**config.mk**
```make
export PLATFORM = sky130hd
export DESIGN_NAME = pattern_scan_ctrl
export DESIGN_NICKNAME = d
export VERILOG_FILES = /design/src/rtl/pattern_scan_ctrl_pkg.sv /design/src/rtl/pattern_scan_ctrl_window_match.sv /design/src/rtl/pattern_scan_ctrl.sv
export SDC_FILE = /design/constraint.sdc
export NUM_CORES = 1
export LEC_CHECK = 0
export ABC_AREA = 1
export CORE_MARGIN = 5
export CORE_UTILIZATION = 60
export DETAILED_ROUTE_END_ITERATION = 10
export PLACE_DENSITY = 0.83
export RECOVER_POWER = 25
export SETUP_SLACK_MARGIN = 0.1
export SYNTH_ARGS = -nofsm -noshare
export SYNTH_HDL_FRONTEND = slang
export SYNTH_HIERARCHICAL = 1
export SYNTH_SLANG_ARGS = --single-unit
```
**constraint.sdc**
```tcl
create_clock -name clk -period 14.7 [get_ports clk]
set_input_delay 4.41 -clock clk [delete_from_list [all_inputs] [get_ports clk]]
set_output_delay 4.41 -clock clk [all_outputs]
set_load 0.01 [all_outputs]
```
**src/rtl/pattern_scan_ctrl_pkg.sv**
```systemverilog
// Shared types and defaults for the pattern-count sequencer.
// The optional busy-cycle counter is enabled with PSCAN_PERF_EN.
package pscan_pkg;

    localparam int NUM_BYTES_DEF = 32;
    localparam int PAT_ADDR_DEF  = 32;
    localparam int RES_ADDR_DEF  = 33;
    localparam int ADDR_W_DEF    = 8;
    localparam int CNT_W         = 8;

    typedef enum logic [2:0] {
        IDLE,
        LD_PAT,
        SCAN,
        WR_CTB,
        WR_CTO,
        WR_CTS,
        DONE
    } state_e;

endpackage

```
**src/rtl/pattern_scan_ctrl_window_match.sv**
```systemverilog
// Combinational 5-bit window matcher over {prev_nibble, byte}.
// w[7:0] is the current byte, w[11:8] the previous byte's low nibble.
module pscan_window_match (
    input  logic [11:0] w,
    input  logic [4:0]  pat,
    input  logic        first,
    output logic [2:0]  in_cnt,
    output logic        byte_hit,
    output logic [2:0]  x_cnt
);

    logic [3:0] in_hit;
    logic [3:0] x_hit;

    // in_hit covers w[4:0]..w[7:3]; x_hit covers w[8:4]..w[11:7]
    for (genvar gi = 0; gi < 4; gi++) begin : g_win
        assign in_hit[gi] = (w[gi+4:gi] == pat);
        assign x_hit[gi]  = (w[gi+8:gi+4] == pat);
    end

    always_comb begin
        in_cnt   = {2'b00, in_hit[0]} + {2'b00, in_hit[1]}
                 + {2'b00, in_hit[2]} + {2'b00, in_hit[3]};
        byte_hit = |in_hit;
        x_cnt    = 3'd0;
        if (!first) begin
            x_cnt = {2'b00, x_hit[0]} + {2'b00, x_hit[1]}
                  + {2'b00, x_hit[2]} + {2'b00, x_hit[3]};
        end
    end

endmodule

```
**src/rtl/pattern_scan_ctrl.sv**
```systemverilog
// Pattern-count sequencer: reads pattern, scans NUM_BYTES bytes, writes three counts.
// Define PSCAN_PERF_EN to add the busy_cycles port.
module pattern_scan_ctrl
    import pscan_pkg::*;
#(
    parameter int NUM_BYTES = NUM_BYTES_DEF,
    parameter int PAT_ADDR  = PAT_ADDR_DEF,
    parameter int RES_ADDR  = RES_ADDR_DEF,
    parameter int ADDR_W    = ADDR_W_DEF
) (
    input  logic              clk,
    input  logic              reset,
    input  logic              start,
    output logic              done,
    output logic              busy,
    output logic [ADDR_W-1:0] mem_addr,
    input  logic [7:0]        mem_rd_data,
    output logic              mem_wr_en,
    output logic [7:0]        mem_wr_data
`ifdef PSCAN_PERF_EN
    ,
    output logic [7:0]        busy_cycles
`endif
);

    state_e             state_q, state_d;
    logic [ADDR_W-1:0]  idx_q, idx_d;
    logic [3:0]         prev_q, prev_d;
    logic [4:0]         pat_q, pat_d;
    logic [CNT_W-1:0]   ctb_q, ctb_d;
    logic [CNT_W-1:0]   cto_q, cto_d;
    logic [CNT_W-1:0]   cts_q, cts_d;

    logic [2:0] in_cnt;
    logic [2:0] x_cnt;
    logic       byte_hit;

    pscan_window_match u_match (
        .w        ({prev_q, mem_rd_data}),
        .pat      (pat_q),
        .first    (idx_q == '0),
        .in_cnt   (in_cnt),
        .byte_hit (byte_hit),
        .x_cnt    (x_cnt)
    );

    always_ff @(posedge clk) begin
        if (reset) begin
            state_q <= IDLE;
            idx_q   <= '0;
            prev_q  <= '0;
            pat_q   <= '0;
            ctb_q   <= '0;
            cto_q   <= '0;
            cts_q   <= '0;
        end else begin
            state_q <= state_d;
            idx_q   <= idx_d;
            prev_q  <= prev_d;
            pat_q   <= pat_d;
            ctb_q   <= ctb_d;
            cto_q   <= cto_d;
            cts_q   <= cts_d;
        end
    end

    always_comb begin
        state_d     = state_q;
        idx_d       = idx_q;
        prev_d      = prev_q;
        pat_d       = pat_q;
        ctb_d       = ctb_q;
        cto_d       = cto_q;
        cts_d       = cts_q;
        done        = 1'b0;
        busy        = 1'b0;
        mem_addr    = '0;
        mem_wr_en   = 1'b0;
        mem_wr_data = '0;
        case (state_q)
            IDLE, DONE: begin
                done = (state_q == DONE);
                if (start) begin
                    state_d = LD_PAT;
                    idx_d   = '0;
                    prev_d  = '0;
                    ctb_d   = '0;
                    cto_d   = '0;
                    cts_d   = '0;
                end
            end
            LD_PAT: begin
                busy     = 1'b1;
                mem_addr = ADDR_W'(PAT_ADDR);
                pat_d    = mem_rd_data[7:3];
                state_d  = SCAN;
            end
            SCAN: begin
                busy     = 1'b1;
                mem_addr = idx_q;
                ctb_d    = ctb_q + CNT_W'(in_cnt);
                cto_d    = cto_q + CNT_W'(byte_hit);
                cts_d    = cts_q + CNT_W'(in_cnt) + CNT_W'(x_cnt);
                prev_d   = mem_rd_data[3:0];
                if (idx_q == ADDR_W'(NUM_BYTES - 1)) begin
                    state_d = WR_CTB;
                end else begin
                    idx_d = idx_q + 1'b1;
                end
            end
            WR_CTB: begin
                busy        = 1'b1;
                mem_wr_en   = 1'b1;
                mem_addr    = ADDR_W'(RES_ADDR);
                mem_wr_data = ctb_q;
                state_d     = WR_CTO;
            end
            WR_CTO: begin
                busy        = 1'b1;
                mem_wr_en   = 1'b1;
                mem_addr    = ADDR_W'(RES_ADDR + 1);
                mem_wr_data = cto_q;
                state_d     = WR_CTS;
            end
            WR_CTS: begin
                busy        = 1'b1;
                mem_wr_en   = 1'b1;
                mem_addr    = ADDR_W'(RES_ADDR + 2);
                mem_wr_data = cts_q;
                state_d     = DONE;
            end
            default: state_d = IDLE;
        endcase
    end

`ifdef PSCAN_PERF_EN
    logic [7:0] busy_cycles_q;

    // Live during a run, so it holds the final total once the run ends
    always_ff @(posedge clk) begin
        if (reset) begin
            busy_cycles_q <= '0;
        end else if ((state_q == IDLE || state_q == DONE) && start) begin
            busy_cycles_q <= '0;
        end else if (busy && busy_cycles_q != 8'hFF) begin
            busy_cycles_q <= busy_cycles_q + 8'd1;
        end
    end

    assign busy_cycles = busy_cycles_q;
`endif

endmodule

```
# Yosys cells after proc, flatten, opt, wreduce, memory -nomap -nowiden
# Index checks and enable logic that the tools add are counted.
# op_classes
addsub	11
magnitude_cmp	0
shifts	0
n_bitwise	0
multipliers	0
n_eq_ne	18
div_mod_pow	0
n_reduce_logical	10
mux	17
# op_table
op	count
$pmux 8 s2	4
$eq 5x5->1	8
$pmux 8 s5	1
$add 8x3->8	3
$pmux 8 s3	1
$pmux 3 s6	1
$mux 8	2
$add 3x1->3	4
$eq 3x3->1 const B	3
$mux 3	3
$add 8x1->8	1
$add 8x1->8 const B	1
$eq 8x5->1 const B	1
$logic_not 8->1	1
$pmux 4 s2	1
$eq 3x2->1 const B	2
$ne 2x2->1 const B	3
$reduce_or 5->1	1
$add 1x1->2	2
$mux 4	1
$reduce_and 2->1	2
$reduce_or 4->1	1
$eq 3x1->1 const B	1
$logic_not 3->1	1
5 further kinds	7
# totals
wordCells	63
latch_bits	0
output_inout_bits	19
inputBits	11
memories	0
ram_bits	0
mem_bits_ro	0
register_bits	44

# Longest topological paths before layout
# logic_depth
depth_word	7
depth_mapped	24
depth_no_buf	23

# Hierarchy
# Netlist, hierarchy kept.
# modules_own_cells
mod	instances	area_per_inst_um2	cells_each	seq_area_each_um2
pattern_scan_ctrl	1	2595.0	390	880.8
pscan_window_match	1	770.7	134	0.0

# Least setup slack after synthesis
# OpenSTA, ideal clock, no wires.
# synth_timing
path_kind	input-to-reg
start	input mem_rd_data[5]
end	register cts_q[7]
required_ns	14.581
stages	20
n_path_buf	1
setup_time_ns	0.119
arrival_time_ns	7.536
slack_ns	7.045
cell_sequence	buf_2 > xor2_1 > a21oi_1 > nand4_1 > fa_1 > inv_1 > ha_1 > ha_1 > inv_1 > nor2_1 > fa_1 > ha_1 > inv_1 > fa_1 > inv_1 > nand2_1 > nand2_1 > nand4_1 > o21ai_0 > a21oi_1
# synth_via
elab_chain_cells	7
word_cells_on_any_way	15
cone_classes	8 x add/sub; 5 x eq/ne; 2 x mux
# synth_lines
element	line_no	rtl
start: declaration	pattern_scan_ctrl.sv:17	input logic [7:0] mem_rd_data,
$eq 5x5->1	pattern_scan_ctrl_window_match.sv:18	assign x_hit[gi] = (w[gi+8:gi+4] == pat);
$add 1x1->2 (*)	pattern_scan_ctrl_window_match.sv:27	x_cnt = {2'b00, x_hit[0]} + {2'b00, x_hit[1]}
$add 3x1->3 (*) (2 in series)	pattern_scan_ctrl_window_match.sv:28	+ {2'b00, x_hit[2]} + {2'b00, x_hit[3]};
$mux 3 (*)	pattern_scan_ctrl_window_match.sv:26	if (!first) begin
named net x_cnt[1]	pattern_scan_ctrl.sv:35	logic [2:0] x_cnt;
$add 8x3->8 (*)	pattern_scan_ctrl.sv:103	cts_d = cts_q + CNT_W'(in_cnt) + CNT_W'(x_cnt);
$pmux 8 s2 (*)	pattern_scan_ctrl.sv:80	case (state_q)
end signal: assignment	pattern_scan_ctrl.sv:63	cts_q <= cts_d;
end: declaration	pattern_scan_ctrl.sv:32	logic [CNT_W-1:0] cts_q, cts_d;
# Mark *: on every way through the listed nets, which the timed path passes. The rest lies on a longest branch.
# A chain may end at the register's enable or synchronous reset.

# Worst setup path in the final report
# layout_timing
start	input mem_rd_data[4]
end	register cts_q[7]
# layout_via
elab_chain_cells	7
word_cells_on_any_way	15
cone_classes	8 x add/sub; 5 x eq/ne; 2 x mux
# layout_lines
element	line_no
$eq 5x5->1	pattern_scan_ctrl_window_match.sv:18
$add 1x1->2	pattern_scan_ctrl_window_match.sv:27
$add 3x1->3 (2 in series)	pattern_scan_ctrl_window_match.sv:28
$mux 3	pattern_scan_ctrl_window_match.sv:26
named net x_cnt[1]	pattern_scan_ctrl.sv:35
$add 8x3->8	pattern_scan_ctrl.sv:103
$pmux 8 s2	pattern_scan_ctrl.sv:80
# The timed path passes the listed nets, and every way through them passes these cells.

==> qor.txt <==
status = finished clean
CTS buffer count = 5
Slowest-stage cell, CP = clkdlybuf4s50_1
Worst Path Buf+Inv = 5
chip width = 84.9 microns
top cells by area, synth = dfxtp_1 (26%), nand2_1 (17%), nor2_1 (6.7%)
hpwl dp = 6090 microns
critical path's largest stage delay = 550 ps
CP endpoint kind = register
io pins = 30
Pleak = 1.64 nW
Syn Nets = 558
Post-Synthesis Cell Area = 3370 sq um
pwr dens = 143 nW/um^2
Sink Count = 44
commonest non-fill, non-tap cell in the layout = nand2_1
Fmax achieved = 122 MHz
vias per cell = 5.39
clock latency on the worst-skew pair = 300 ps
CTS tree = yes
pin count of the biggest net entering global routing = 32
number of global-route vias before repair = 2998
kind of critical path = input port to register
Die H = 84.9 microns
Clk pwr share = 0.175
Reg-to-Reg Start = pat_q[1]
Mapped Cells = 524
library cells used by synthesis = 32
CP Launch Type = input port
hold_buf cts = 0
Power Internal = 281 uW
Root Driver = clkbuf_8
Max Transition Viols Final = 0
Critical Path RT = 14890 ps
Placement Setup Slack = 6210 ps
clock-pin slew of the registers on the worst-case setup and hold paths = 90 ps
most frequent cells in the layout = nand2_1 (151), nor2_1 (60), inv_1 (59)
Yosys Warn Count = 6
layout cell share with drive strength beyond 1 = 0.0572
FP Rows = 27
Avg Cell Area, Syn = 6.42 sq um
First-pass DRT Iterations = 7
FF+latch count, synth = 44
Port Buffers = 29
Final #Nets = 575
Max Cap Viol = 0
sequential share of power = 0.319
critical path's top delay family = adder cells
min-delay worst type = register to register
Routed Antenna Nets = 0
reg2reg path depth = 22
WL/cell = 13.3 microns
critical-path cell list = clkdlybuf4s50_1 -> or2_0 -> a21oi_1 -> nand4_1 -> fa_1 -> inv_1 -> ha_1 -> ha_1 -> inv_1 -> nor2_1 -> fa_1 -> ha_1 -> inv_1 -> fa_1 -> inv_1 -> nand2_1 -> nand2_1 -> nand4_1 -> o21ai_0 -> a21oi_1
detailed router's first-iteration violation count = 247
vias after detailed routing = 3308
final setup fails = 0
H-tree levels = 2
critical path data arrival time = 8370 ps
CP max FO = 8
first-pass GRT wire length = 14200 microns
Yosys top cell area share = 0.262
TNS Setup = 0 ps
GRT Total Usage = 0.239
Layout fillers = 502
clk buf depth = 2
DRT Wirelength = 8170 microns
CP Depth = 20
Sw Share = 0.471
Critical Path Sink = cts_q[7]
drt drc = 0
GPL Wtd Cong = 0.876
period utilisation layout = 0.556
RR Endpoint = cts_q[7]
VDD IR max = 0.0874 mV
Post-CTS Setup Repair Bufs = 0
net switching power = 250 uW
Critical Path Start = mem_rd_data[4]
Comb pwr share = 0.506
diode count = 0
Area Overhead vs Synth = 10.7%
Slew @ Worst Pin = 1230 ps
Max-slew headroom = 0.181
Clock Skew = 6.54 ps
initial antenna violation count = 0
dominant cell type by area after synthesis = dfxtp_1
GR Overflow Total = 0
CP most frequent cell = inv_1
worst setup margin = 6530 ps
FF+latch area = 881 sq um
Initial Util = 0.615
Resized Gates After CTS = 0
Multi-input gate area = 2100 sq um
reg-to-reg slack, setup = 10650 ps
RSZ-0062 raised after global routing = no
part of the Yosys area used for sequential elements = 0.262
Die ar. = 7210 sq um
fin crit period = 8170 ps
core area = 5470 sq um
Hold Fails Final Rpt = 0
[power by group through the flow]
| stage | sequential [mW] | combinational (mW) | clock [mW] |
|---|---|---|---|
| after floorplan | 0.150 | 0.233 | 0 |
| after global placement | 0.170 | 0.261 | 0 |
| after detailed placement | 0.171 | 0.267 | 0 |
| after CTS | 0.168 | 0.268 | 0.0944 |
| after global routing | 0.173 | 0.304 | 0.101 |
| final | 0.169 | 0.269 | 0.0932 |
[synthesized netlist by cell type]
library cell	number
buf_6	5
or2_0	1
inv_1	59
nor2_4	1
clkbuf_1	5
nor2_2	3
a21oi_1	39
fa_1	7
nor2_1	60
nand4_1	11
nand3_1	33
nand3_2	4
xor2_1	9
o21ai_0	18
nor3_2	1
nand2_1	151
a41oi_1	1
or2_2	2
o21ai_1	2
o221ai_1	3
nor3_1	8
nand2b_1	1
a31oi_1	2
buf_2	6
nand2_2	3
ha_1	16
o211ai_1	4
xnor2_1	12
inv_2	8
buf_4	4
dfxtp_1	44
nand2_4	1
[sequential cells by signal (all words and copies together), names as in the netlist]
name,flops
cto_q,8
state_q,3
prev_q,4
pat_q,5
cts_q,8
ctb_q,8
idx_q,8
[worst min-delay path, cell delays in order, from the launching register on]
cell     delay [ps]
dfxtp_1         320
nand2_1          60
a21oi_1          60
[area by class of cell]
class / instances / share of cell area
Multi-Input combinational cell: 393 / 0.563
Sequential cell: 44 / 0.236
Timing Repair Buffer: 30 / 0.0789
Inverter: 67 / 0.0675
Tap cell: 72 / 0.0242
Clock buffer: 5 / 0.0185
Clock inverter: 3 / 0.0114
[logic make-up (layout without fill, tap and decap cells)]
group,after synthesis,in the layout,share of synthesized area
DFF,44,44,0.262
buffers and inverters,87,105,0.115
AOI/OAI and AO/OA,69,69,0.111
xor gates and xnor gates,21,21,0.0546
adders and majority gates,23,23,0.101
and+or+nand+nor,280,280,0.357
[routing by layer]
layer	wire (microns)	track usage	part of all wire
met1	3840	0.341	0.47
met2	3780	0.372	0.46
met3	453	0.0388	0.055
met4	93	0.0691	0.011
met5	0	0	0
[per-stage QoR]
step                      std cells  power (mW)  utilization  hold slack [ps]  cell area [sq um]
after detailed placement        606       0.438        0.661              460               3620
after floorplan                 524       0.383            -              442               3370
after global routing            614       0.578        0.681              500               3730
after CTS                       614       0.530        0.682              473               3730
after global placement          606       0.431        0.661              454               3620
final                           614       0.532        0.681              472               3730
[how the worst min path moves through the flow]
stage	start	to	slack (ps)	cells after the start
2_1_floorplan	cto_q[7]	cto_q[7]	440	2
3_3_place_gp	cto_q[7]	cto_q[7]	450	2
3_5_place_dp	cto_q[7]	cto_q[7]	460	2
4_1_cts	cto_q[7]	cto_q[7]	470	2
5_1_grt	cts_q[7]	cts_q[7]	500	2
6_report	cto_q[7]	cto_q[7]	470	2
Power figures use the tool's default switching activity.
